`src/rtl/bitonic_loader_if.sv`:
```
`default_nettype none
// ============================================================================
//  Module   : bitonic_loader_if
//  Purpose  : Bundles the upstream record stream and the parallel batch
//             output of bitonic_loader.
//  Ports    : master - upstream source / network side (drives s_valid,
//                      s_data, s_last; observes everything else)
//             slave  - the loader itself
//  Revision : 1.0 - initial release
// ============================================================================
interface bitonic_loader_if #(
    parameter int KEY_WIDTH   = 32,
    parameter int VALUE_WIDTH = 32,
    parameter int N           = 8
);
    localparam int W    = KEY_WIDTH + VALUE_WIDTH + 1;
    localparam int BC_W = $clog2(N) + 1;

    logic                               s_valid;
    logic                               s_ready;
    logic [KEY_WIDTH+VALUE_WIDTH-1:0]   s_data;
    logic                               s_last;
    logic [N*W-1:0]                     net_data;
    logic                               net_start;
    logic [BC_W-1:0]                    batch_count;
    logic                               busy;

    modport master (
        output s_valid, s_data, s_last,
        input  s_ready, net_data, net_start, batch_count, busy
    );

    modport slave (
        input  s_valid, s_data, s_last,
        output s_ready, net_data, net_start, batch_count, busy
    );
endinterface
`default_nettype wire

```
`src/rtl/bitonic_loader.sv`:
```
`default_nettype none
// ============================================================================
//  Module   : bitonic_loader
//  Purpose  : Collects up to N {key,value} records from a valid/ready stream
//             into a parallel batch, pads short batches with max-key invalid
//             records, then strobes net_start for SORT_LATENCY cycles
//             followed by one idle RELEASE cycle.
//  Ports    : clk         - clock, rising edge
//             rst         - synchronous active-high reset
//             bus (slave) - s_valid/s_ready/s_data/s_last stream in,
//                           net_data/net_start/batch_count/busy out
//  Revision : 1.0 - initial release
// ============================================================================
module bitonic_loader #(
    parameter int KEY_WIDTH    = 32,
    parameter int VALUE_WIDTH  = 32,
    parameter int N            = 8,
    parameter int SORT_LATENCY = 6
) (
    input  wire logic        clk,
    input  wire logic        rst,
    bitonic_loader_if.slave  bus
);
    localparam int W     = KEY_WIDTH + VALUE_WIDTH + 1;
    localparam int PTR_W = $clog2(N);
    localparam int BC_W  = $clog2(N) + 1;
    localparam int CNT_W = $clog2(SORT_LATENCY + 1);

    localparam logic [PTR_W-1:0] LAST_SLOT = PTR_W'(N - 1);
    localparam logic [CNT_W-1:0] LAST_CNT  = CNT_W'(SORT_LATENCY - 1);

    // Pad record: invalid, maximum key so an ascending network sinks it.
    localparam logic [W-1:0] PAD_REC = {1'b0, {KEY_WIDTH{1'b1}}, {VALUE_WIDTH{1'b0}}};

    typedef enum logic [1:0] {
        FILL    = 2'd0,
        PAD     = 2'd1,
        START   = 2'd2,
        RELEASE = 2'd3
    } state_t;

    state_t             state_q;
    logic [PTR_W-1:0]   wr_ptr_q;
    logic [BC_W-1:0]    batch_count_q;
    logic [CNT_W-1:0]   cnt_q;
    logic               net_start_q;
    logic [W-1:0]       slot_q [N];

    logic               accept;

    assign bus.s_ready     = (state_q == FILL) && !rst;
    assign accept          = bus.s_valid && bus.s_ready;
    assign bus.net_start   = net_start_q;
    assign bus.batch_count = batch_count_q;
    assign bus.busy        = (state_q != FILL) || (wr_ptr_q != '0);

    for (genvar gi = 0; gi < N; gi++) begin : g_slot
        assign bus.net_data[gi*W +: W] = slot_q[gi];
    end

    always_ff @(posedge clk) begin
        if (rst) begin
            state_q       <= FILL;
            wr_ptr_q      <= '0;
            batch_count_q <= '0;
            cnt_q         <= '0;
            net_start_q   <= 1'b0;
            for (int i = 0; i < N; i++) begin
                slot_q[i] <= '0;
            end
        end else begin
            case (state_q)
                FILL: begin
                    if (accept) begin
                        slot_q[wr_ptr_q] <= {1'b1, bus.s_data};
                        wr_ptr_q         <= wr_ptr_q + PTR_W'(1);
                        batch_count_q    <= batch_count_q + BC_W'(1);
                        // A full batch needs no padding, even with s_last.
                        if (wr_ptr_q == LAST_SLOT) begin
                            state_q     <= START;
                            net_start_q <= 1'b1;
                            cnt_q       <= '0;
                        end else if (bus.s_last) begin
                            state_q <= PAD;
                        end
                    end
                end
                PAD: begin
                    slot_q[wr_ptr_q] <= PAD_REC;
                    wr_ptr_q         <= wr_ptr_q + PTR_W'(1);
                    if (wr_ptr_q == LAST_SLOT) begin
                        state_q     <= START;
                        net_start_q <= 1'b1;
                        cnt_q       <= '0;
                    end
                end
                START: begin
                    if (cnt_q == LAST_CNT) begin
                        state_q     <= RELEASE;
                        net_start_q <= 1'b0;
                        cnt_q       <= '0;
                    end else begin
                        cnt_q <= cnt_q + CNT_W'(1);
                    end
                end
                RELEASE: begin
                    // net_start low here lets the network drop its started flag.
                    wr_ptr_q      <= '0;
                    batch_count_q <= '0;
                    state_q       <= FILL;
                end
                default: begin
                    state_q <= FILL;
                end
            endcase
        end
    end
endmodule
`default_nettype wire

```
`src/flat_wrapper.sv`:
```
// flat-port wrapper written by rule: the top's interface ports become plain ports
module bitonic_loader_flat 
#(
    parameter int KEY_WIDTH    = 32,
    parameter int VALUE_WIDTH  = 32,
    parameter int N            = 8,
    parameter int SORT_LATENCY = 6
)
  (clk, rst, bus_s_valid, bus_s_data, bus_s_last, bus_s_ready, bus_net_data, bus_net_start, bus_batch_count, bus_busy);
  bitonic_loader_if #(.KEY_WIDTH(KEY_WIDTH), .VALUE_WIDTH(VALUE_WIDTH), .N(N)) bus_i ();
  input  wire logic clk;
  input  wire logic rst;
  input wire logic [$bits(bus_i.s_valid)-1:0] bus_s_valid;
  input wire logic [$bits(bus_i.s_data)-1:0] bus_s_data;
  input wire logic [$bits(bus_i.s_last)-1:0] bus_s_last;
  output wire logic [$bits(bus_i.s_ready)-1:0] bus_s_ready;
  output wire logic [$bits(bus_i.net_data)-1:0] bus_net_data;
  output wire logic [$bits(bus_i.net_start)-1:0] bus_net_start;
  output wire logic [$bits(bus_i.batch_count)-1:0] bus_batch_count;
  output wire logic [$bits(bus_i.busy)-1:0] bus_busy;
  assign bus_i.s_valid = bus_s_valid;
  assign bus_i.s_data = bus_s_data;
  assign bus_i.s_last = bus_s_last;
  assign bus_s_ready = bus_i.s_ready;
  assign bus_net_data = bus_i.net_data;
  assign bus_net_start = bus_i.net_start;
  assign bus_batch_count = bus_i.batch_count;
  assign bus_busy = bus_i.busy;
  bitonic_loader #(.KEY_WIDTH(KEY_WIDTH), .VALUE_WIDTH(VALUE_WIDTH), .N(N), .SORT_LATENCY(SORT_LATENCY)) u_core (.clk(clk), .rst(rst), .bus(bus_i));
endmodule
```
`config.mk`:
```
export PLATFORM = sky130hd
export DESIGN_NAME = bitonic_loader_flat
export DESIGN_NICKNAME = d
export VERILOG_FILES = /design/src/rtl/bitonic_loader_if.sv /design/src/rtl/bitonic_loader.sv /design/src/flat_wrapper.sv
export SDC_FILE = /design/constraint.sdc
export NUM_CORES = 1
export LEC_CHECK = 0
export CAP_MARGIN = 20
export CORE_AREA = 2 2 233 235
export DETAILED_ROUTE_END_ITERATION = 10
export DIE_AREA = 0 0 235 237
export PLACE_DENSITY = 0.68
export SLEW_MARGIN = 20
export SYNTH_ARGS = -nofsm -noshare
export SYNTH_HDL_FRONTEND = slang
export SYNTH_SLANG_ARGS = --single-unit
export TNS_END_PERCENT = 10
```
`constraint.sdc`:
```
create_clock -name clk -period 3.8 [get_ports clk]
set_input_delay 1.14 -clock clk [delete_from_list [all_inputs] [get_ports clk]]
set_output_delay 1.14 -clock clk [all_outputs]
set_load 0.01 [all_outputs]
```
* After elaboration in Yosys (flattened, before gate mapping) *
Memory sizes are Yosys's and may differ from the RTL's.
Cells that the tools add are included.
Widths: inputs -> output; s select.

storage, ports and cells
  flip-flop bits (word level) = 13
  bits of input ports = 68
  memory bits (writable) = 520
  memories = 1
  word-level logic and storage cells = 66
  output and inout port bits = 527

memories
  name           depth  width  rd ports  clocked after memory_dff  write ports  RTL line              source
  u_core.slot_q  8      65     8         0                         8            bitonic_loader.sv:47  logic [W-1:0] slot_q [N];

operators by class
  $add $sub $neg = 3
  bitwise logic cells = 1
  muxes and demuxes = 31
  reduce and logical (&&, ||, !) cells = 16
  eq/ne operators = 9

operator list
  kind                 count
  $mux 65              2
  $reduce_or 65->1     1
  $pmux 3 s3           2
  $mux 3               5
  $mux 1               13
  $mux 2               5
  $reduce_bool 3->1    3
  $pmux 2 s4           1
  $pmux 4 s2           1
  $add 3x1->3 const B  2
  $eq 3x3->1 const B   2
  $ne 2x1->1 const B   3
  $reduce_and 2->1     3
  $add 4x1->4 const B  1
  $eq 2x2->1 const B   2
  $mux 4               1
  $reduce_and 4->1     1
  $reduce_bool 2->1    2
  $ne 3x3->1 const B   1
  $pmux 1 s3           1
  $reduce_and 3->1     1
  $eq 2x1->1 const B   1
  $logic_and 1x1->1    2
  $logic_not 2->1      1
  other kinds (3)      3

* Longest topological paths before layout *
Gate-level depths: netlist (run 1).

  word-level depth = 10
  depth in mapped cells = 8
  gate-level depth less buffers = 6

* Worst setup path after synthesis (run 1) *
No wires, ideal clock.

  kind = input to register
  start = in bus_s_valid
  end = mem u_core.slot_q[7][0] (netlist bit), enable pin
  path slack = -136 ps
  required time = 3,366 ps
  stages on the path = 5
  arrival = 3,503 ps
  path buffers = 1
  library setup time = 434 ps
  cell sequence = buf_2 -> a21oi_1 -> nor3b_1 -> nand3_1 -> nand2b_1

RTL lines
  what         RTL line              source
  from (decl)  flat_wrapper.sv:13    input wire logic [$bits(bus_i.s_valid)-1:0] bus_s_valid;
  to (decl)    bitonic_loader.sv:47

* Worst setup path after layout (run 1) *
  start = in rst
  end = out bus_s_ready

on the way
  longest elaborated chain between the ends = 2

RTL lines
  what               RTL line              source
  from (decl)        flat_wrapper.sv:12    input wire logic rst;
  $logic_not 1->1    bitonic_loader.sv:51  assign bus.s_ready = (state_q == FILL) && !rst;
  $logic_and 1x1->1  bitonic_loader.sv:51
  to (decl)          flat_wrapper.sv:16    output wire logic [$bits(bus_i.s_ready)-1:0] bus_s_ready;

No other way between the ends.

==> metrics.log, run 1 <==
INFO  metric cts_max_level = 2
INFO  metric totalNegativeSetupSlack = 0 ps
INFO  metric synth.yosys.seq_area_share = 81.0%
INFO  metric maxClockFrequency = 291 MHz
INFO  metric critPathMaxFanout = 2
INFO  metric detail-route-antenna-nets = 0
INFO  metric buffer_count_from_post_cts_setup_fixing = 0
INFO  metric ys_top_cells_by_area = sky130_fd_sc_hd__edfxtp_1 80%, sky130_fd_sc_hd__and2_1 8.2%, sky130_fd_sc_hd__nor2_1 5.8%
INFO  metric grt_pass1_wl = 87900 um
INFO  metric total_core_area = 0.0533 mm2
INFO  metric crit_path_cell_trace = clkdlybuf4s50_1 > nor2_1 > clkdlybuf4s50_1
INFO  metric syn-mean-instance-area = 15.6 um2
INFO  metric die-area = 0.0557 mm2
INFO  metric timing.critical_path.arrival = 2290 ps
INFO  metric clock_latency = 600 ps
INFO  metric synth_enable_flop_cells = 520
INFO  metric area_of_the_mapped_netlist = 0.0196 mm2
INFO  metric r2r_cells = 9
INFO  metric max-slew-margin-rel = 43.3%
INFO  metric hold_path_depth = 2
INFO  metric synth_cell_types = 41
INFO  metric worst-r2r-setup-slack = 1420 ps
INFO  metric post-synth-top-area-fraction = 79.7%
INFO  metric vdd_ir_drop_max = 0.375 mV
INFO  metric antenna_found_initial = 0
INFO  metric r2r_end = u_core.slot_q[6][4]
INFO  metric power_leakage = 10.4 nW
INFO  metric power_density = 518 mW/mm2
INFO  metric cp_top_family = buffers and inverters
INFO  metric dpl-instance-area = 0.0268 mm2
INFO  metric ys.warnings.count = 0
INFO  metric critPathBufInv = 2
INFO  metric final_period_minus_worst_setup_slack = 3430 ps
INFO  metric drt-total-wl = 61500 um
INFO  metric max_slew.worst_pin.slew = 848 ps
INFO  metric number_of_global_route_vias_before_repair = 12800
INFO  metric timing.hold.worst.class = flip-flop to flip-flop
INFO  metric setup_repair_after_global_routing_missed_its_margin = no
INFO  metric layout_worst_path_cycle_share = 90.3%
INFO  metric stdcell_area = 0.0285 mm2
INFO  metric grt_start_max_net_pins = 66
INFO  metric critical_path_depth = 3
INFO  metric drc_markers = 0
INFO  metric final_hold_viol_count = 0
INFO  metric route.detailed.wl_per_inst = 23.3 um
INFO  metric timing.critical_path.from_type = primary input
INFO  metric detailed_place_hpwl = 40900 um
INFO  metric timing_worst_setup_path_type = primary input to primary output
INFO  metric worstReg2RegStart = u_core.state_q[0]
INFO  metric firstDrtPassIters = 5
INFO  metric finClkSkew = 12.9 ps
INFO  metric global_route.usage.total = 21.6%
INFO  metric crit_start = rst
INFO  metric num_io_pins = 595
INFO  metric post_route_cells_drive_above_1_share = 7.65%
INFO  metric cap_violations = 0
INFO  metric postSynth.topFlopCell = sky130_fd_sc_hd__edfxtp_1
INFO  metric max_stage_delay = 570 ps
INFO  metric post_syn_instances = 1254
INFO  metric ctsHoldBuffers = 0
INFO  metric clockBufferDepth = 3
INFO  metric cpMaxStageDelayCell = sky130_fd_sc_hd__clkdlybuf4s50_1
INFO  metric setup.worst_path.end = bus_s_ready
INFO  metric timing.final.setup_violations = 0
INFO  metric synthDominantAreaCellType = sky130_fd_sc_hd__edfxtp_1
INFO  metric port_buffers = 594
INFO  metric clkSinkCount = 533
INFO  metric number_of_vias_after_detailed_routing = 12600
INFO  metric critical-path-top-cell-by-count = sky130_fd_sc_hd__clkdlybuf4s50_1
INFO  metric status = completed
INFO  metric synth_fp_nets = 1331
INFO  metric floorplan.initialDensity = 36.8%
INFO  metric ys_seq_elements = 533
INFO  metric clkTransAtPathRegs = 50 ps
INFO  metric die-width = 235 um
INFO  metric endpoint_kind = primary output
INFO  metric area_growth = 45.3%
INFO  metric grt-ovfl-total = 0
INFO  metric clock_tree_from_tritoncts = done
INFO  metric detail_route.vias_per_cell = 4.80
INFO  metric timing.critical_path.required = 2660 ps
INFO  metric drtIter0Drc = 847
INFO  metric finalWeightedCongestion = 0.825
INFO  metric dieHeight = 237 um
INFO  metric cts-resized-gates = 0
INFO  metric tritoncts.num_buffers = 54
INFO  metric placement_rows = 85
INFO  metric report.final.slew_viol_count = 0
INFO  metric finalNetCount = 1972
INFO  metric asr_flop_ratio_synth = 0%
INFO  metric clock_tree_root_driver_cell = sky130_fd_sc_hd__clkbuf_16
[synthesized netlist by cell type, types with 2 or more instances]
cell and number:
sky130_fd_sc_hd__edfxtp_1 520, sky130_fd_sc_hd__nor2_1 301, sky130_fd_sc_hd__and2_1 256, sky130_fd_sc_hd__clkbuf_1 29, sky130_fd_sc_hd__buf_2 16, sky130_fd_sc_hd__clkbuf_2 14, sky130_fd_sc_hd__nand2_1 14, sky130_fd_sc_hd__dfxtp_1 13
sky130_fd_sc_hd__nand2b_1 10, sky130_fd_sc_hd__a21oi_1 9, sky130_fd_sc_hd__ha_1 9, sky130_fd_sc_hd__inv_1 6, sky130_fd_sc_hd__nor2_2 6, sky130_fd_sc_hd__a22oi_1 5, sky130_fd_sc_hd__nand3_1 5, sky130_fd_sc_hd__nor2b_1 5
sky130_fd_sc_hd__o21ai_0 4, sky130_fd_sc_hd__mux2i_1 3, sky130_fd_sc_hd__nand3b_1 3, sky130_fd_sc_hd__a211oi_1 2, sky130_fd_sc_hd__a21o_1 2, sky130_fd_sc_hd__nor3_1 2, sky130_fd_sc_hd__nor3_4 2
[worst min-delay path by stage]
| stage | start | end | slack (ps) |
|---|---|---|---|
| finish | u_core.bus.batch_count[0] | u_core.bus.batch_count[0] | 510 |
| global route | u_core.bus.batch_count[0] | u_core.bus.batch_count[0] | 530 |
| CTS | u_core.bus.batch_count[0] | u_core.bus.batch_count[0] | 510 |
| detailed placement | u_core.bus.batch_count[0] | u_core.bus.batch_count[0] | 500 |
| global placement | u_core.bus.batch_count[0] | u_core.bus.batch_count[0] | 490 |
| floorplan | u_core.cnt_q[0] | u_core.cnt_q[0] | 480 |
[worst min-delay path, cell delays in order (launching register included)]
cell and delay [ps]:
sky130_fd_sc_hd__dfxtp_1 340, sky130_fd_sc_hd__nand2_1 70, sky130_fd_sc_hd__a21oi_1 50
[per-layer routing]
metal | GRT usage (%) | wire length, um
met3 | 5.36 | 4600
met2 | 37.3 | 31300
met5 | 0 | 0
met4 | 6.46 | 1740
met1 | 26.8 | 23900
[per-stage QoR]
stage / setup WS [ps] / cells / util, % / total power [W] / hold slack, ps
global placement: 388 / 2535 / 50.3 / 0.00978 / 487
finish: 367 / 2633 / 53.5 / 0.0148 / 509
detailed placement: 383 / 2535 / 50.3 / 0.00985 / 496
floorplan: -97.0 / 1254 / - / 0.00825 / 485
global route: 341 / 2631 / 53.5 / 0.0153 / 529
CTS: 370 / 2631 / 53.5 / 0.0149 / 510
[cells in the final DEF (no fill, tap or decap), drive strengths merged, types with 2 or more instances in the layout]
cell type      count
diode              2
a211oi             2
a22oi              5
mux2i              3
nor2             307
ha                 9
buf               52
edfxtp           520
clkbuf            71
a21oi              9
and2             256
nor2b              5
nand2b            10
nand3b             4
clkinv            20
nand3              5
clkdlybuf4s50    594
a21o               2
inv                7
o21ai              4
nand2             14
dfxtp             13
bufinv             3
or3                2
nor3               4
[area by class of cell]
type / instances / area [um2]
multi-input combinational: 654 / 3550
fill: 4252 / 24800
clock buffer: 71 / 1440
antenna: 2 / 5.00
timing repair buffer: 646 / 6500
clock inverter: 25 / 228
tap: 696 / 871
inverter: 6 / 22.5
sequential: 533 / 15900
[report_power, final]
group | internal, W | switching (W)
Combinational | 0.00113 | 0.00140
Sequential | 0.00702 | 0.000165
Clock | 0.00286 | 0.00218
[sequential cells by signal, indices dropped and copies added (netlist names)]
name	cells
u_core.state_q	2
u_core.bus.batch_count	4
u_core.wr_ptr_q	3
u_core.slot_q	520
u_core.bus.net_start	1
u_core.cnt_q	3
[logic make-up after synthesis]
logic type	share of synthesized area, %
adders and majority gates	0.575
DFF	81.0
buffers and inverters	1.49
and+or+nand+nor	15.8
AOI/OAI and AO/OA	1.01
muxes	0.153
No activity file was read; power rests on OpenSTA's default activity.
==> run 2: changes to the inputs <==
--- a/config.mk
+++ b/config.mk
@@ -6,5 +6,4 @@
 export NUM_CORES = 1
 export LEC_CHECK = 0
-export CAP_MARGIN = 20
 export CORE_AREA = 2 2 233 235
 export DETAILED_ROUTE_END_ITERATION = 10
==> constraint.sdc (replaced) <==
create_clock -name clk -period 3.8 [get_ports clk]
set_input_delay 0.57 -clock clk [delete_from_list [all_inputs] [get_ports clk]]
set_output_delay 0.57 -clock clk [all_outputs]
set_load 0.01 [all_outputs]
==> run 2 against run 1 <==
Against the previous run: routed wire length decreased by 0.22%; hold slack improved by 8.5 ps; register-to-register slack worse by 460 ps; flip-flop and latch count did not move; largest power group unchanged; combinational power fell by 2%; critical endpoint unchanged; setup slack better by 93 ps; highest routed layer is now met5.
==> metrics.log, run 2 (synthesis gave the netlist of run 1 again) <==
INFO  metric status = completed
INFO  metric die-width = 235 um
INFO  metric cts-resized-gates = 0
INFO  metric drt-total-wl = 61300 um
INFO  metric buffer_count_from_post_cts_setup_fixing = 0
INFO  metric critical-path-top-cell-by-count = sky130_fd_sc_hd__inv_1
INFO  metric mostFrequentLayoutCell = sky130_fd_sc_hd__clkdlybuf4s50_1
INFO  metric multiInputGateArea = 0.00353 mm2
INFO  metric max_slew.worst_pin.slew = 1000 ps
INFO  metric global_route.usage.total = 21.6%
INFO  metric final_hold_viol_count = 0
INFO  metric source_of_the_worst_hold_timing_path = u_core.bus.batch_count[0]
INFO  metric p_total = 0.0150 W
INFO  metric placement_rows = 85
INFO  metric floorplan.initialDensity = 36.8%
INFO  metric antenna_found_initial = 3
INFO  metric grt-ovfl-total = 0
INFO  metric largest_reg_flops = 520
INFO  metric r2r_cells = 8
INFO  metric setup.worst_path.end = bus_s_ready
INFO  metric detailed_place_hpwl = 42200 um
INFO  metric timing.critical_path.arrival = 2770 ps
INFO  metric clock_tree_root_driver_cell = sky130_fd_sc_hd__clkbuf_16
INFO  metric timing_worst_setup_path_type = flip-flop to primary output
INFO  metric detail-route-antenna-nets = 0
INFO  metric vdd_ir_drop_max = 0.441 mV
INFO  metric firstDrtPassIters = 6
INFO  metric crit_path_cell_trace = inv_1 > ha_1 > inv_1 > nor2_1 > clkdlybuf4s50_1
INFO  metric max-slew-margin-rel = 33.2%
INFO  metric timing.final.setup_violations = 0
INFO  metric die-area = 0.0557 mm2
INFO  metric finalNetCount = 1959
INFO  metric layout.area.seq = 0.0159 mm2
INFO  metric clkSinkCount = 533
INFO  metric dieHeight = 237 um
INFO  metric post_route_cells_drive_above_1_share = 7.28%
INFO  metric power_leakage = 10.4 nW
INFO  metric worst-r2r-setup-slack = 960 ps
INFO  metric final.fill_count = 4301
INFO  metric num_io_pins = 595
INFO  metric route.detailed.wl_per_inst = 23.4 um
INFO  metric endpoint_kind = primary output
INFO  metric grt_pass1_wl = 87900 um
INFO  metric finalWeightedCongestion = 0.801
INFO  metric finClkSkew = 26.7 ps
INFO  metric drtIter0Drc = 897
INFO  metric crit_start = u_core.state_q[0]
INFO  metric top_reg_by_flops = u_core.slot_q
INFO  metric cap_violations = 0
INFO  metric number_of_vias_after_detailed_routing = 12600
INFO  metric timing.critical_path.required = 3230 ps
INFO  metric layout_worst_path_cycle_share = 87.9%
INFO  metric tritoncts.num_buffers = 54
INFO  metric grt_start_max_net_pins = 56
INFO  metric report.final.slew_viol_count = 0
INFO  metric maxClockFrequency = 299 MHz
INFO  metric timing.critical_path.from_type = flip-flop
INFO  metric setup_repair_after_global_routing_missed_its_margin = no
INFO  metric area_growth = 45.0%
INFO  metric total_core_area = 0.0533 mm2
INFO  metric final_period_minus_worst_setup_slack = 3340 ps
INFO  metric number_of_global_route_vias_before_repair = 12800
INFO  metric max_stage_delay = 710 ps
INFO  metric detail_route.vias_per_cell = 4.80
INFO  metric cpMaxStageDelayCell = sky130_fd_sc_hd__clkdlybuf4s50_1
INFO  metric r2r_end = u_core.slot_q[7][44]
INFO  metric worstReg2RegStart = u_core.state_q[0]
INFO  metric power_density = 526 mW/mm2
INFO  metric drc_markers = 0
INFO  metric clkTransAtPathRegs = 60 ps
INFO  metric ctsHoldBuffers = 0
INFO  metric clock_tree_from_tritoncts = done
INFO  metric clock_latency = 610 ps
INFO  metric clockBufferDepth = 3
INFO  metric critPathMaxFanout = 18
INFO  metric final_cell_mix = 594 x sky130_fd_sc_hd__clkdlybuf4s50_1, 520 x sky130_fd_sc_hd__edfxtp_1, 301 x sky130_fd_sc_hd__nor2_1, 256 x sky130_fd_sc_hd__and2_1, 54 x sky130_fd_sc_hd__clkbuf_16
INFO  metric port_buffers = 594
INFO  metric cts_max_level = 2
INFO  metric timing.hold.worst.class = flip-flop to flip-flop
INFO  metric totalNegativeSetupSlack = 0 ps
run 2: changes by cell type in the layout (fill, tap and decap cells not counted), sizes merged:
cell / previous run / this run
clkinvlp: 1 / 2
clkinv: 20 / 23
diode: 2 / 1
clkbuf: 71 / 64
buf: 52 / 39
bufinv: 3 / 6
inv: 7 / 8
run 2: worst min-delay path by stage:
stage / end / slack [ps] / cells past startpoint
4_1_cts: u_core.bus.batch_count[2] / 530 / 2
3_3_place_gp: u_core.cnt_q[0] / 500 / 2
6_report: u_core.bus.batch_count[0] / 520 / 2
2_1_floorplan: u_core.cnt_q[0] / 480 / 2
5_1_grt: u_core.bus.batch_count[2] / 550 / 2
3_5_place_dp: u_core.bus.batch_count[2] / 510 / 2
run 2: final cells by class:
| type | instances | area share (%) |
|---|---|---|
| Sequential cell | 533 | 55.8 |
| Clock inverter | 33 | 1.26 |
| Clock buffer | 64 | 4.89 |
| Multi-Input combinational cell | 654 | 12.4 |
| Tap cell | 696 | 3.06 |
| Antenna cell | 1 | 0.00880 |
| Timing Repair Buffer | 633 | 22.4 |
| Inverter | 6 | 0.0792 |
run 2: per-layer routing:
layer	vias up	wire [um]	GRT usage, %
met3	121	5950	7.51
met5	-	25	0
li1	5636	-	-
met1	6210	23500	26.3
met4	4	1820	6.75
met2	610	30100	36.0
run 2: per-stage QoR:
step           setup slack [ps]  hold WS [ps]  util [%]  cell area [um2]  instances
2_1_floorplan               434           485         -            19600       1254
6_report                    461           518      53.3            28400       2620
5_1_grt                     289           547      53.3            28400       2619
4_1_cts                     418           525      53.3            28400       2619
3_5_place_dp                731           514      50.1            26700       2522
3_3_place_gp                781           496      50.1            26700       2522
run 2: critical path, delay by kind of cell, from the launching register on:
kind,cells,cell delay [ps]
buffers and inverters,3,1030
flip-flops,1,330
adder cells (fa/ha/maj),1,620
AND/OR/NAND/NOR,1,170
run 2: report_power, final:
group	switching (W)	leakage, nW	total (W)	internal [W]
Combinational	0.00136	4.05	0.00247	0.00111
Clock	0.00225	0.844	0.00527	0.00302
Sequential	0.000194	5.49	0.00721	0.00702
Total	0.00380	10.4	0.0150	0.0112
==> run 3: changes to the inputs <==
Settings changed: CORE_AREA 2 2 233 235 to 3 3 234 236, DIE_AREA 0 0 235 237 to 0 0 237 239.
==> run 3 against run 2 <==
Against the previous run: sequential power about the same; critical path type is now flip-flop to flip-flop; final cell count decreased by 0.46%; setup slack improved by 110 ps; largest cell class unchanged; design area is 0.77% lower; register-to-register slack got worse by 390 ps; maximum frequency increased by 3.5%; flip-flop and latch count is the same; global-route usage is 0.54 points lower; clock skew hardly changed; critical path depth is 2 higher; count of clock-buffer cells in the layout rose by 3.
==> metrics.log, run 3 (synthesis gave the netlist of run 1 again) <==
INFO  metric setup_repair_after_global_routing_missed_its_margin = no
INFO  metric area_growth = 43.9%
INFO  metric m1WireLength = 23700 um
INFO  metric vdd_ir_drop_max = 0.426 mV
INFO  metric timing.hold.worst.class = flip-flop to flip-flop
INFO  metric grt_start_max_net_pins = 41
INFO  metric post_placement_setup_slack = 584 ps
INFO  metric clkSinkCount = 533
INFO  metric detail_route.vias_per_cell = 4.81
INFO  metric clkTransAtPathRegs = 70 ps
INFO  metric max-slew-margin-rel = 31.2%
INFO  metric largest_reg_flops = 520
INFO  metric finClkSkew = 26.6 ps
INFO  metric layout_worst_path_cycle_share = 84.9%
INFO  metric timing_worst_setup_path_type = flip-flop to flip-flop
INFO  metric die-width = 237 um
INFO  metric timing.critical_path.required = 4020 ps
INFO  metric power_density = 517 mW/mm2
INFO  metric drt-total-wl = 61400 um
INFO  metric number_of_global_route_vias_before_repair = 12500
INFO  metric worst-r2r-setup-slack = 570 ps
INFO  metric cts_max_level = 2
INFO  metric mostFrequentLayoutCell = sky130_fd_sc_hd__clkdlybuf4s50_1
INFO  metric clock_tree_from_tritoncts = done
INFO  metric grt_pass1_wl = 87500 um
INFO  metric antenna_found_initial = 0
INFO  metric clock_tree_root_driver_cell = sky130_fd_sc_hd__clkbuf_16
INFO  metric die-area = 0.0566 mm2
INFO  metric finalWeightedCongestion = 0.789
INFO  metric detailed_place_hpwl = 42700 um
INFO  metric top_routing_layer_in_use = met4
INFO  metric timing.critical_path.from_type = flip-flop
INFO  metric cp_top_family = simple AND/OR/NAND/NOR gates
INFO  metric global_route.usage.total = 21.0%
INFO  metric holdWs = 515 ps
INFO  metric power_leakage = 10.3 nW
INFO  metric max_stage_delay = 630 ps
INFO  metric clockBufferDepth = 3
INFO  metric buffer_count_from_post_cts_setup_fixing = 0
INFO  metric totalNegativeSetupSlack = 0 ps
INFO  metric status = completed
INFO  metric number_of_vias_after_detailed_routing = 12500
INFO  metric timing.final.setup_violations = 0
INFO  metric drtIter0Drc = 1142
INFO  metric dr_wl_met3 = 5510 um
INFO  metric antenna_cells_inserted = 0
INFO  metric ctsHoldBuffers = 0
INFO  metric endpoint_kind = flip-flop
INFO  metric finalNetCount = 1957
INFO  metric final_hold_viol_count = 0
INFO  metric total_core_area = 0.0527 mm2
INFO  metric max_slew.worst_pin.slew = 1030 ps
INFO  metric report.final.slew_viol_count = 0
INFO  metric floorplan.initialDensity = 37.2%
INFO  metric port_buffers = 594
INFO  metric layout.area.seq = 0.0159 mm2
INFO  metric drc_markers = 0
INFO  metric route.detailed.wl_per_inst = 23.6 um
INFO  metric critPathMaxFanout = 40
INFO  metric final_cell_mix = 594 x sky130_fd_sc_hd__clkdlybuf4s50_1, 520 x sky130_fd_sc_hd__edfxtp_1, 301 x sky130_fd_sc_hd__nor2_1, 256 x sky130_fd_sc_hd__and2_1, 54 x sky130_fd_sc_hd__clkbuf_16
INFO  metric num_io_pins = 595
INFO  metric final_period_minus_worst_setup_slack = 3230 ps
INFO  metric met2_wirelength = 30500 um
INFO  metric clock_latency = 600 ps
INFO  metric critPathBufInv = 2
INFO  metric tritoncts.num_buffers = 54
INFO  metric detail-route-antenna-nets = 0
INFO  metric multiInputGateArea = 0.00353 mm2
INFO  metric dieHeight = 239 um
INFO  metric maxClockFrequency = 310 MHz
INFO  metric cap_violations = 0
INFO  metric cts-resized-gates = 0
INFO  metric post_route_cells_drive_above_1_share = 6.93%
INFO  metric final.fill_count = 4276
INFO  metric final.setup.worst_slack = 572 ps
INFO  metric top_reg_by_flops = u_core.slot_q
INFO  metric timing.critical_path.arrival = 3440 ps
INFO  metric grt-ovfl-total = 0
INFO  metric firstDrtPassIters = 5
INFO  metric crit_path_cell_trace = inv_1 > ha_1 > a21oi_1 > nor3b_1 > nand2_1 > nand2b_4 > buf_4
INFO  metric placement_rows = 84
INFO  metric cpMaxStageDelayCell = sky130_fd_sc_hd__ha_1
run 3: cell count changes in the layout (fill, tap and decap cells not counted), sizes merged:
cell,delta
clkinvlp,-2
clkinv,+1
diode,-1
buf,-2
clkbuf,+3
inv,+1
bufinv,-4
run 3: worst paths after layout:
kind | startpoint | endpoint | cells after the start
worst max-delay path | u_core.state_q[0] | u_core.slot_q[4][38] | 7
worst min-delay path | u_core.bus.batch_count[0] | u_core.bus.batch_count[0] | 2
worst max register to register | u_core.state_q[0] | u_core.slot_q[4][38] | 7
worst min register to register | u_core.bus.batch_count[0] | u_core.bus.batch_count[0] | 2
run 3: through the flow:
step                std cells  utilization, %  instance area, um2  power (W)
global placement         2512            50.5               26600    0.00973
global route             2608            53.6               28200     0.0151
detailed placement       2512            50.5               26600    0.00979
finish                   2608            53.6               28200     0.0146
CTS                      2608            53.6               28200     0.0147
floorplan                1254               -               19600    0.00825
run 3: where the power goes:
group	switching, W	leakage [nW]	internal, W
clock network	0.00218	0.789	0.00274
logic	0.00134	4.02	0.00109
registers	0.000189	5.49	0.00702
run 3: layout make-up:
type | instances | share of cell area (%)
tap | 688 | 3.05
clock buffer | 67 | 4.96
timing repair buffer | 631 | 22.4
inverter | 6 | 0.0798
multi-input combinational | 654 | 12.5
sequential | 533 | 56.3
clock inverter | 29 | 0.741
run 3: layer usage:
| metal | vias to the layer above | global-route usage (%) |
|---|---|---|
| met2 | 634 | 35.2 |
| met1 | 6184 | 26.8 |
| met3 | 94 | 5.90 |
| met4 | 0 | 6.23 |
| met5 | - | 0 |
| li1 | 5623 | - |
run 3: worst min-delay path, delay by kind of cell (launching register included):
kind	cells	cell delay, ps
DFF	1	340
AOI/OAI and AO/OA	1	60
and+or+nand+nor	1	70
